## src/rtl/mem_arb_pkg.sv

```systemverilog
// Shared encodings for the memory request arbiter: requester ownership,
// FSM states and access-length codes understood by the memory controller.
package mem_arb_pkg;

  typedef enum logic [1:0] {
    OWN_NONE = 2'd0,
    OWN_IF   = 2'd1,
    OWN_LD   = 2'd2,
    OWN_ST   = 2'd3
  } owner_e;

  typedef enum logic [1:0] {
    S_IDLE  = 2'd0,
    S_BUSY  = 2'd1,
    S_DRAIN = 2'd2
  } state_e;

  localparam logic [2:0] LEN_B = 3'd0;
  localparam logic [2:0] LEN_H = 3'd1;
  localparam logic [2:0] LEN_W = 3'd2;

endpackage

```

## src/rtl/mem_arb_pick.sv

```systemverilog
// Winner selection: store > load > fetch, with a starved fetch jumping the
// queue. A flush suppresses speculative requesters but never a store.
module mem_arb_pick
  import mem_arb_pkg::*;
(
  input  logic   i_valid_i,
  input  logic   l_valid_i,
  input  logic   s_valid_i,
  input  logic   starve_i,
  input  logic   clear_i,
  output owner_e win_o
);

  always_comb begin
    win_o = OWN_NONE;
    if (starve_i && i_valid_i && !clear_i) win_o = OWN_IF;
    else if (s_valid_i)                    win_o = OWN_ST;
    else if (l_valid_i && !clear_i)        win_o = OWN_LD;
    else if (i_valid_i && !clear_i)        win_o = OWN_IF;
  end

endmodule

```

## src/rtl/mem_request_arbiter.sv

```systemverilog
// Single-port arbiter in front of the byte-serial memory controller.
// Command outputs are registered; completion pulses and abort follow mc_ready/RoB_clear directly.
module mem_request_arbiter
  import mem_arb_pkg::*;
#(
  parameter int STARVE_LIMIT = 4
) (
  input  logic        clk_in,
  input  logic        rst_in,
  input  logic        rdy_in,
  input  logic        RoB_clear,
  input  logic        i_valid,
  input  logic [31:0] i_addr,
  output logic        i_ready,
  output logic [31:0] i_data,
  input  logic        l_valid,
  input  logic [31:0] l_addr,
  input  logic [2:0]  l_len,
  output logic        l_ready,
  output logic [31:0] l_data,
  input  logic        s_valid,
  input  logic [31:0] s_addr,
  input  logic [2:0]  s_len,
  input  logic [31:0] s_value,
  output logic        s_done,
  output logic        mc_waiting,
  output logic        mc_wr,
  output logic [2:0]  mc_len,
  output logic [31:0] mc_addr,
  output logic [31:0] mc_value,
  output logic        mc_abort,
  input  logic        mc_ready,
  input  logic [31:0] mc_result
);

  localparam int             CW    = $clog2(STARVE_LIMIT + 1);
  localparam logic [CW-1:0]  LIMIT = CW'(STARVE_LIMIT);

  state_e        state_q;
  owner_e        owner_q;
  logic [CW-1:0] starve_q, starve_d;
  logic          waiting_q, wr_q;
  logic [2:0]    len_q;
  logic [31:0]   addr_q, value_q;

  owner_e win;
  logic   starve, spec_own, abort, done;

  assign starve = (starve_q == LIMIT);

  mem_arb_pick u_pick (
    .i_valid_i (i_valid),
    .l_valid_i (l_valid),
    .s_valid_i (s_valid),
    .starve_i  (starve),
    .clear_i   (RoB_clear),
    .win_o     (win)
  );

  // Abort only applies in BUSY; DRAIN is always a store and ignores flushes.
  assign spec_own = (owner_q == OWN_IF) || (owner_q == OWN_LD);
  assign abort    = rdy_in && (state_q == S_BUSY) && RoB_clear && spec_own;
  assign done     = rdy_in && (state_q != S_IDLE) && mc_ready && !abort;

  assign i_ready    = done && (owner_q == OWN_IF);
  assign l_ready    = done && (owner_q == OWN_LD);
  assign s_done     = done && (owner_q == OWN_ST);
  assign i_data     = i_ready ? mc_result : 32'h0;
  assign l_data     = l_ready ? mc_result : 32'h0;
  assign mc_abort   = abort;
  assign mc_waiting = waiting_q;
  assign mc_wr      = wr_q;
  assign mc_len     = len_q;
  assign mc_addr    = addr_q;
  assign mc_value   = value_q;

  // Data grants only count against fetch while fetch is actually waiting.
  always_comb begin
    starve_d = starve_q;
    if (win == OWN_IF || !i_valid)     starve_d = '0;
    else if (win != OWN_NONE && !starve) starve_d = starve_q + 1'b1;
  end

  always_ff @(posedge clk_in) begin
    if (rst_in) begin
      state_q   <= S_IDLE;
      owner_q   <= OWN_NONE;
      starve_q  <= '0;
      waiting_q <= 1'b0;
      wr_q      <= 1'b0;
      len_q     <= 3'd0;
      addr_q    <= 32'h0;
      value_q   <= 32'h0;
    end else if (rdy_in) begin
      case (state_q)
        S_IDLE: begin
          starve_q <= starve_d;
          if (win != OWN_NONE) begin
            state_q   <= S_BUSY;
            owner_q   <= win;
            waiting_q <= 1'b1;
            case (win)
              OWN_ST: begin
                wr_q <= 1'b1; len_q <= s_len; addr_q <= s_addr; value_q <= s_value;
              end
              OWN_LD: begin
                wr_q <= 1'b0; len_q <= l_len; addr_q <= l_addr; value_q <= 32'h0;
              end
              default: begin
                wr_q <= 1'b0; len_q <= LEN_W; addr_q <= i_addr; value_q <= 32'h0;
              end
            endcase
          end
        end
        S_BUSY, S_DRAIN: begin
          if (abort) begin
            state_q   <= S_IDLE;
            owner_q   <= OWN_NONE;
            waiting_q <= 1'b0;
            starve_q  <= '0;
          end else if (done) begin
            state_q   <= S_IDLE;
            owner_q   <= OWN_NONE;
            waiting_q <= 1'b0;
          end else if (state_q == S_BUSY && RoB_clear && owner_q == OWN_ST) begin
            state_q <= S_DRAIN;
          end
        end
        default: begin
          state_q   <= S_IDLE;
          owner_q   <= OWN_NONE;
          waiting_q <= 1'b0;
        end
      endcase
    end
  end

endmodule

```

## config.mk

```make
export PLATFORM = sky130hd
export DESIGN_NAME = mem_request_arbiter
export DESIGN_NICKNAME = d
export VERILOG_FILES = /design/src/rtl/mem_arb_pkg.sv /design/src/rtl/mem_arb_pick.sv /design/src/rtl/mem_request_arbiter.sv
export SDC_FILE = /design/constraint.sdc
export NUM_CORES = 1
export LEC_CHECK = 0
export BUFFER_PORTS_ARGS = -buffer_cell sky130_fd_sc_hd__buf_4
export CAP_MARGIN = 0
export CORE_AREA = 4 4 119 121
export DETAILED_ROUTE_END_ITERATION = 6
export DIE_AREA = 0 0 123 125
export PLACE_DENSITY_LB_ADDON = 0.2
export SYNTH_ARGS = -nofsm -noshare
export SYNTH_HDL_FRONTEND = slang
export SYNTH_SLANG_ARGS = --single-unit
```

## constraint.sdc

```tcl
create_clock -name clk_in -period 2.4 [get_ports clk_in]
set_input_delay 0.48 -clock clk_in [delete_from_list [all_inputs] [get_ports clk_in]]
set_output_delay 0.48 -clock clk_in [all_outputs]
set_load 0.05 [all_outputs]
```

==> results.py, run 1 <==
metrics = {
    "setup_path": {
        "crit_path_max_fanout": 23,
        "crit_type": "flop to output pin",
        "critPathArrivalTime_ps": 1990,
        "crit_family": "simple AND/OR/NAND/NOR gates",
        "path_buf_inv": 4,
        "max_stage_delay_ps": 340,
        "critPathRequiredTime_ps": 1920,
        "cp-start-kind": "flop",
        "cp_slowest_cell": "dfxtp_2",
        "r2r-start": "starve_q[0]",
        "endpoint_kind": "output pin",
        "startpoint": "owner_q[0]",
        "worstPathCellList": "inv_2 > ha_4 > and3b_2 > nor2_4 > buf_4 > buf_12 > and3_1 > buf_6",
    },
    "cts": {
        "path_clk_slew_ps": 60,
        "clkLatencyLatePin_ps": 330,
        "cts_tree": "done",
        "cts_buffer_depth": 2,
        "htreeDepth": 3,
        "cts_sinks": 76,
        "cts-root-buf": "clkbuf_16",
        "cts_inserted_buffers": 9,
        "cts_hold_repair.buffers": 0,
    },
    "synthesis": {
        "synth_top_area_cell": "dfxtp_1",
        "synth_nets": 690,
        "netlist_area_sq_mm": 0.00450,
        "synth_edf_count": 0,
        "yosysTopAreaCellShare_pct": 33.8,
        "synth.distinct_cells": 46,
        "synthTopCellsByArea": "dfxtp_1 34%, a221oi_2 9.3%, and3_1 8.9%",
        "synth_flop_cell": "dfxtp_1",
        "seq_area_frac_synth_pct": 33.8,
        "avgSynthCellArea_sq_um": 8.87,
        "synth_seq_cells": 76,
        "async_flop_share_pct": 0,
        "synth_warnings": 0,
        "synth_cells": 508,
    },
    "finish": {
        "area_growth_pct": 73.4,
        "fin_util_pct": 59.7,
        "drive_above_1_share_pct": 55.6,
        "insertedDiodeCount": 0,
        "fillers": 1094,
        "fin_area_sq_mm": 0.00781,
        "fin_nets": 978,
    },
    "global_routing": {
        "grt_usage_pct": 21.8,
        "grt_pass1_vias": 5275,
        "antenna_found_initial": 0,
        "grt_max_degree": 57,
        "grt_pass1_wl_um": 27000,
        "grt_remaining_overflow": 0,
    },
    "job": {
        "drv_cap": 0,
    },
    "floorplan": {
        "dieArea_sq_mm": 0.0154,
        "start_util_pct": 34.4,
        "ios": 311,
        "fp.coreArea_sq_mm": 0.0131,
        "std_cell_rows": 42,
        "die_w_um": 123,
        "dieHeight_um": 125,
    },
    "route": {
        "drc": 0,
        "routed_wl_um": 18100,
        "drt_pre_antenna_iters": 4,
        "vias": 5161,
        "drtIter0Drc": 258,
        "postRouteAntennaNets": 0,
        "avgViaCountPerCell": 5.28,
        "routedWlPerCell_um": 18.5,
    },
    "worst_hold_path": {
        "min_path_type": "input port to flop",
        "min-delay-start": "s_value[31]",
    },
    "timing": {
        "drv_slew": 0,
        "setup_violations": 43,
        "fin_crit_sh_pct": 103,
        "period_needed_ps": 2470,
        "maxSlewHeadroom_pct": 42.6,
        "fin_ws_ps": -72.3,
        "worst_pin_slew_ps": 858,
        "rsz0062_at_grt": "true",
        "fin_worst_skew_ps": 9.51,
        "fmax_ghz": 0.404,
        "hold_viol_final": 0,
    },
    "power": {
        "vdd_ir_drop_max_uv": 301,
        "pwr-share-comb_pct": 39.2,
        "p_clk_share_pct": 29.5,
        "powerDensity_mw_per_mm2": 605,
        "pwr-share-seq_pct": 31.2,
        "power_switching_w": 0.00176,
        "power_leakage_nw": 3.54,
        "p_int_w": 0.00296,
        "swShare_pct": 37.3,
    },
    "placed_design": {
        "place_hpwl_um": 12700,
        "io_buffers": 310,
        "gp_congestion": 0.805,
        "post_dp_cell_area_sq_mm": 0.00696,
    },
    "status": {
        "failed_checks": "negative setup slack",
        "outcome": "complete, but fails checks",
    },
}
[sequential cells by signal, indices dropped and copies added (netlist names)]
signal / count
mc_addr: 32
mc_len: 3
mc_value: 32
mc_waiting: 1
mc_wr: 1
owner_q: 2
starve_q: 3
state_q: 2
[power by group through the flow]
stage | logic, W | registers, W | clock network [W]
2_1_floorplan | 0.000717 | 0.00187 | 0
3_3_place_gp | 0.00171 | 0.00149 | 0
3_5_place_dp | 0.00173 | 0.00150 | 0
4_1_cts | 0.00181 | 0.00147 | 0.00143
5_1_grt | 0.00197 | 0.00149 | 0.00149
6_report | 0.00186 | 0.00148 | 0.00140
[worst register-to-register path, delay by kind of cell (launching register included)]
family | cells | cell delay [ps]
simple gates | 3 | 770
buf+inv | 2 | 430
compound gates | 1 | 170
flops | 1 | 370
fa+ha+maj | 1 | 240
[final timing paths]
path / end / slack (ps) / cells after the start
setup reg to reg: mc_value[13] / 350 / 7
setup / recovery: l_data[14] / -70 / 8
hold / removal: mc_value[31] / 410 / 3
hold reg to reg: mc_value[11] / 450 / 2
[repair_timing]
action,in CTS,in global routing
pin swaps,3,6
gates cloned,1,2
buffers inserted,6,1
endpoints found under the setup margin,67,98
resized for setup,70,43
[synth_stat cells (all sizes together) (3+ instances only)]
cell type and instances:
nand2 37, nand3b 32, clkbuf 30, nand2b 6, dfxtp 76, and2 5, ha 8, nor2b 3
inv 11, and3 64, o21ai 37, o31ai 33, a21oi 37, nor2 5, a221oi 32, buf 26
nand3 34, mux2i 3, a22o 4
[cell families (layout without fill, tap and decap cells)]
group                      count (synthesis)  count (layout)  share of synthesized area (%)
AOI/OAI and AO/OA                        161             161                           31.5
adders and majority gates                  8               8                           2.22
buffers and inverters                     67             360                           7.14
DFF                                       76              76                           33.8
muxes                                      3               3                          0.750
and+or+nand+nor                          193             193                           24.6
[layout by cell type (no fill, tap or decap), types with 6 or more instances in the layout]
| cell type | instances |
|---|---|
| buf_4 | 265 |
| and3_1 | 46 |
| nand3_1 | 34 |
| nand2_1 | 36 |
| nand2b_1 | 6 |
| a21oi_1 | 37 |
| a221oi_2 | 28 |
| nand3b_1 | 32 |
| buf_8 | 18 |
| and3_4 | 18 |
| inv_1 | 8 |
| dfxtp_1 | 72 |
| o31ai_2 | 28 |
| buf_6 | 42 |
| buf_12 | 6 |
| o21ai_0 | 35 |
| clkbuf_16 | 10 |
[final cells by class]
class	instances	area [sq um]	share of cell area (%)
sequential	76	1530	19.6
timing repair buffer	333	2910	37.2
tap	176	220	2.82
clock inverter	6	68.8	0.881
clock buffer	10	239	3.06
multi-input combinational	365	2810	36.0
inverter	11	41.3	0.529
[per-stage QoR]
stage / worst slack, ps / instances / hold slack [ps] / total power, W / setup TNS [ps]
after global placement: 183 / 951 / 439 / 0.00319 / 0
after floorplan: 5.91 / 508 / 466 / 0.00259 / 0
final: -72.3 / 977 / 409 / 0.00473 / -1040
after CTS: -38.1 / 974 / 390 / 0.00472 / -1130
after detailed placement: 68.5 / 951 / 444 / 0.00323 / 0
after global routing: -136 / 977 / 402 / 0.00495 / -4380
[metal layers]
layer	track usage (%)	wire, um	vias to the layer above	share of wire, %
met4	7.82	540	0	3.0
met2	39.4	9330	207	52
met1	23.9	6740	2445	37
met5	0	0	-	0
met3	6.10	1460	40	8.1
li1	-	-	2469	-
Power figures use the tool's default switching activity.
==> run 2: changes to the inputs <==
Settings changed: BUFFER_PORTS_ARGS -buffer_cell sky130_fd_sc_hd__buf_4 to not set, CORE_AREA 4 4 119 121 to 4 4 120 122, DIE_AREA 0 0 123 125 to 0 0 124 126, DONT_BUFFER_PORTS set to 1, HOLD_SLACK_MARGIN set to 0.12.
==> run 2 against run 1 <==
  * The run still ends with negative setup slack left
  * Power down 5.3%
  * Clock skew down 2.1 ps
  * Hold slack worse by 200 ps
  * Clock-buffer cell count down 1
  * Non-clock buffer count down 235
  * Fmax up 1.3%
  * Wire length down 4.2%
  * Register-to-register slack about the same
  * Critical path type unchanged
  * Critical endpoint is now i_data[23]
==> results.py, run 2 (synthesis gave the netlist of run 1 again) <==
metrics = {
    "status": {
        "outcome": "complete, but fails checks",
        "failed_checks": "negative setup slack",
    },
    "global_routing": {
        "antenna_found_initial": 0,
        "met2_usage_pct": 37.1,
        "grt_pass1_wl_um": 24800,
        "use_met3_pct": 8.07,
        "grt_pass1_vias": 4177,
        "grt_usage_pct": 20.4,
        "gr-usage-met1_pct": 21.6,
        "busiest_layer": "met2",
        "grt_remaining_overflow": 0,
        "grt_max_degree": 115,
    },
    "power": {
        "p_int_w": 0.00280,
        "swShare_pct": 37.5,
        "power_switching_w": 0.00168,
        "vdd_ir_drop_max_uv": 368,
        "power_leakage_nw": 2.44,
        "p_clk_share_pct": 33.5,
        "powerDensity_mw_per_mm2": 648,
        "pwr-share-comb_pct": 24.3,
        "pwr-share-seq_pct": 42.2,
    },
    "route": {
        "avgViaCountPerCell": 5.80,
        "drt_pre_antenna_iters": 4,
        "routedWlPerCell_um": 23.3,
        "drc": 0,
        "vias": 4307,
        "postRouteAntennaNets": 0,
        "routed_wl_um": 17300,
        "drtIter0Drc": 234,
    },
    "timing": {
        "fin_crit_sh_pct": 102,
        "worst_pin_slew_ps": 925,
        "fin_ws_ps": -40.5,
        "setup_violations": 60,
        "fmax_ghz": 0.410,
        "period_needed_ps": 2440,
        "rsz0062_at_grt": "true",
        "maxSlewHeadroom_pct": 38.2,
        "drv_slew": 0,
        "fin_setup_tns_ps": -1370,
        "hold_viol_final": 0,
        "fin_worst_skew_ps": 7.43,
    },
    "finish": {
        "drive_above_1_share_pct": 44.5,
        "fin_area_sq_mm": 0.00691,
        "area_growth_pct": 53.4,
        "insertedDiodeCount": 0,
        "fin_util_pct": 52.4,
        "fin_nets": 743,
        "layout_common_cells": "72 x dfxtp_1, 72 x buf_12, 62 x and3_4",
    },
    "placed_design": {
        "post_dp_cell_area_sq_mm": 0.00598,
        "io_buffers": 0,
        "place_hpwl_um": 12400,
        "gp_congestion": 0.810,
    },
    "job": {
        "drv_cap": 0,
    },
    "floorplan": {
        "start_util_pct": 34.1,
        "die_w_um": 124,
        "dieArea_sq_mm": 0.0156,
        "fp.coreArea_sq_mm": 0.0132,
        "ios": 311,
        "dieHeight_um": 126,
        "std_cell_rows": 42,
    },
    "setup_path": {
        "critPathArrivalTime_ps": 1960,
        "critPathRequiredTime_ps": 1920,
        "endpoint_kind": "output pin",
        "crit_type": "flop to output pin",
        "crit_path_max_fanout": 8,
        "cp-start-kind": "flop",
    },
    "cts": {
        "cts_inserted_buffers": 9,
        "clkLatencyLatePin_ps": 340,
        "cts_buffer_depth": 2,
        "cts-root-buf": "clkbuf_16",
        "cts_tree": "done",
        "htreeDepth": 3,
        "path_clk_slew_ps": 60,
        "cts_sinks": 76,
    },
    "worst_hold_path": {
        "min_path_type": "input port to flop",
    },
}
## run 2: changes by cell type in the layout (fill, tap and decap cells not counted), sizes merged
| cell | before | now |
|---|---|---|
| clkinvlp | 1 | 0 |
| inv | 13 | 14 |
| buf | 332 | 95 |
| bufinv | 1 | 2 |
| clkbuf | 11 | 12 |
## run 2: through the flow
step                      power, W  setup WS (ps)  std cells  hold slack, ps
after floorplan            0.00259           5.91        508             466
final                      0.00448          -40.5        742             212
after global placement     0.00279            222        710             468
after global routing       0.00468          -98.2        742             194
after CTS                  0.00444          -90.6        735             196
after detailed placement   0.00283            191        710             506
## run 2: final timing paths
check / from / to / slack (ps) / depth (start not counted)
worst max-delay path: owner_q[0] / i_data[23] / -40 / 8
worst min-delay path: rst_in / mc_value[1] / 210 / 1
worst max register to register: state_q[1] / mc_len[1] / 340 / 8
worst min register to register: state_q[1] / state_q[1] / 500 / 2
## run 2: layer usage
layer  part of all wire [%]  vias up
li1                       -     2008
met1                     35     2052
met2                     53      223
met3                     11       24
met4                    2.1        0
met5                      0        -
## run 2: cell type report
class | count | area (sq um)
fillers | 1126 | 6280
well taps | 176 | 220
flip-flops and latches | 76 | 1530
clock inverters | 7 | 106
repair buffers | 98 | 1760
inverters | 11 | 41.3
clock buffers | 9 | 225
multi-input cells | 365 | 3030
## run 2: timing repair
item / CTS / global route
cloned: 3 / 4
gates resized for setup: 30 / 52
pin swaps: 7 / 24
endpoints found under the setup margin: 67 / 67
setup buffers: 6 / 3
hold buffers: 0 / 0
## run 2: power by group through the flow
stage          Combinational, W  Clock, W  Sequential (W)
2_1_floorplan          0.000717         0         0.00187
3_3_place_gp           0.000880         0         0.00191
3_5_place_dp           0.000908         0         0.00192
4_1_cts                0.000996   0.00155         0.00189
5_1_grt                 0.00119   0.00160         0.00190
6_report                0.00109   0.00150         0.00189
## run 2: critical path: stages (launching register included)
cell       delay [ps]
dfxtp_2           340
inv_2              50
ha_4              250
and3b_2           220
nor2_4            110
buf_8             160
clkbuf_16         160
and3_4            200
buf_12            130
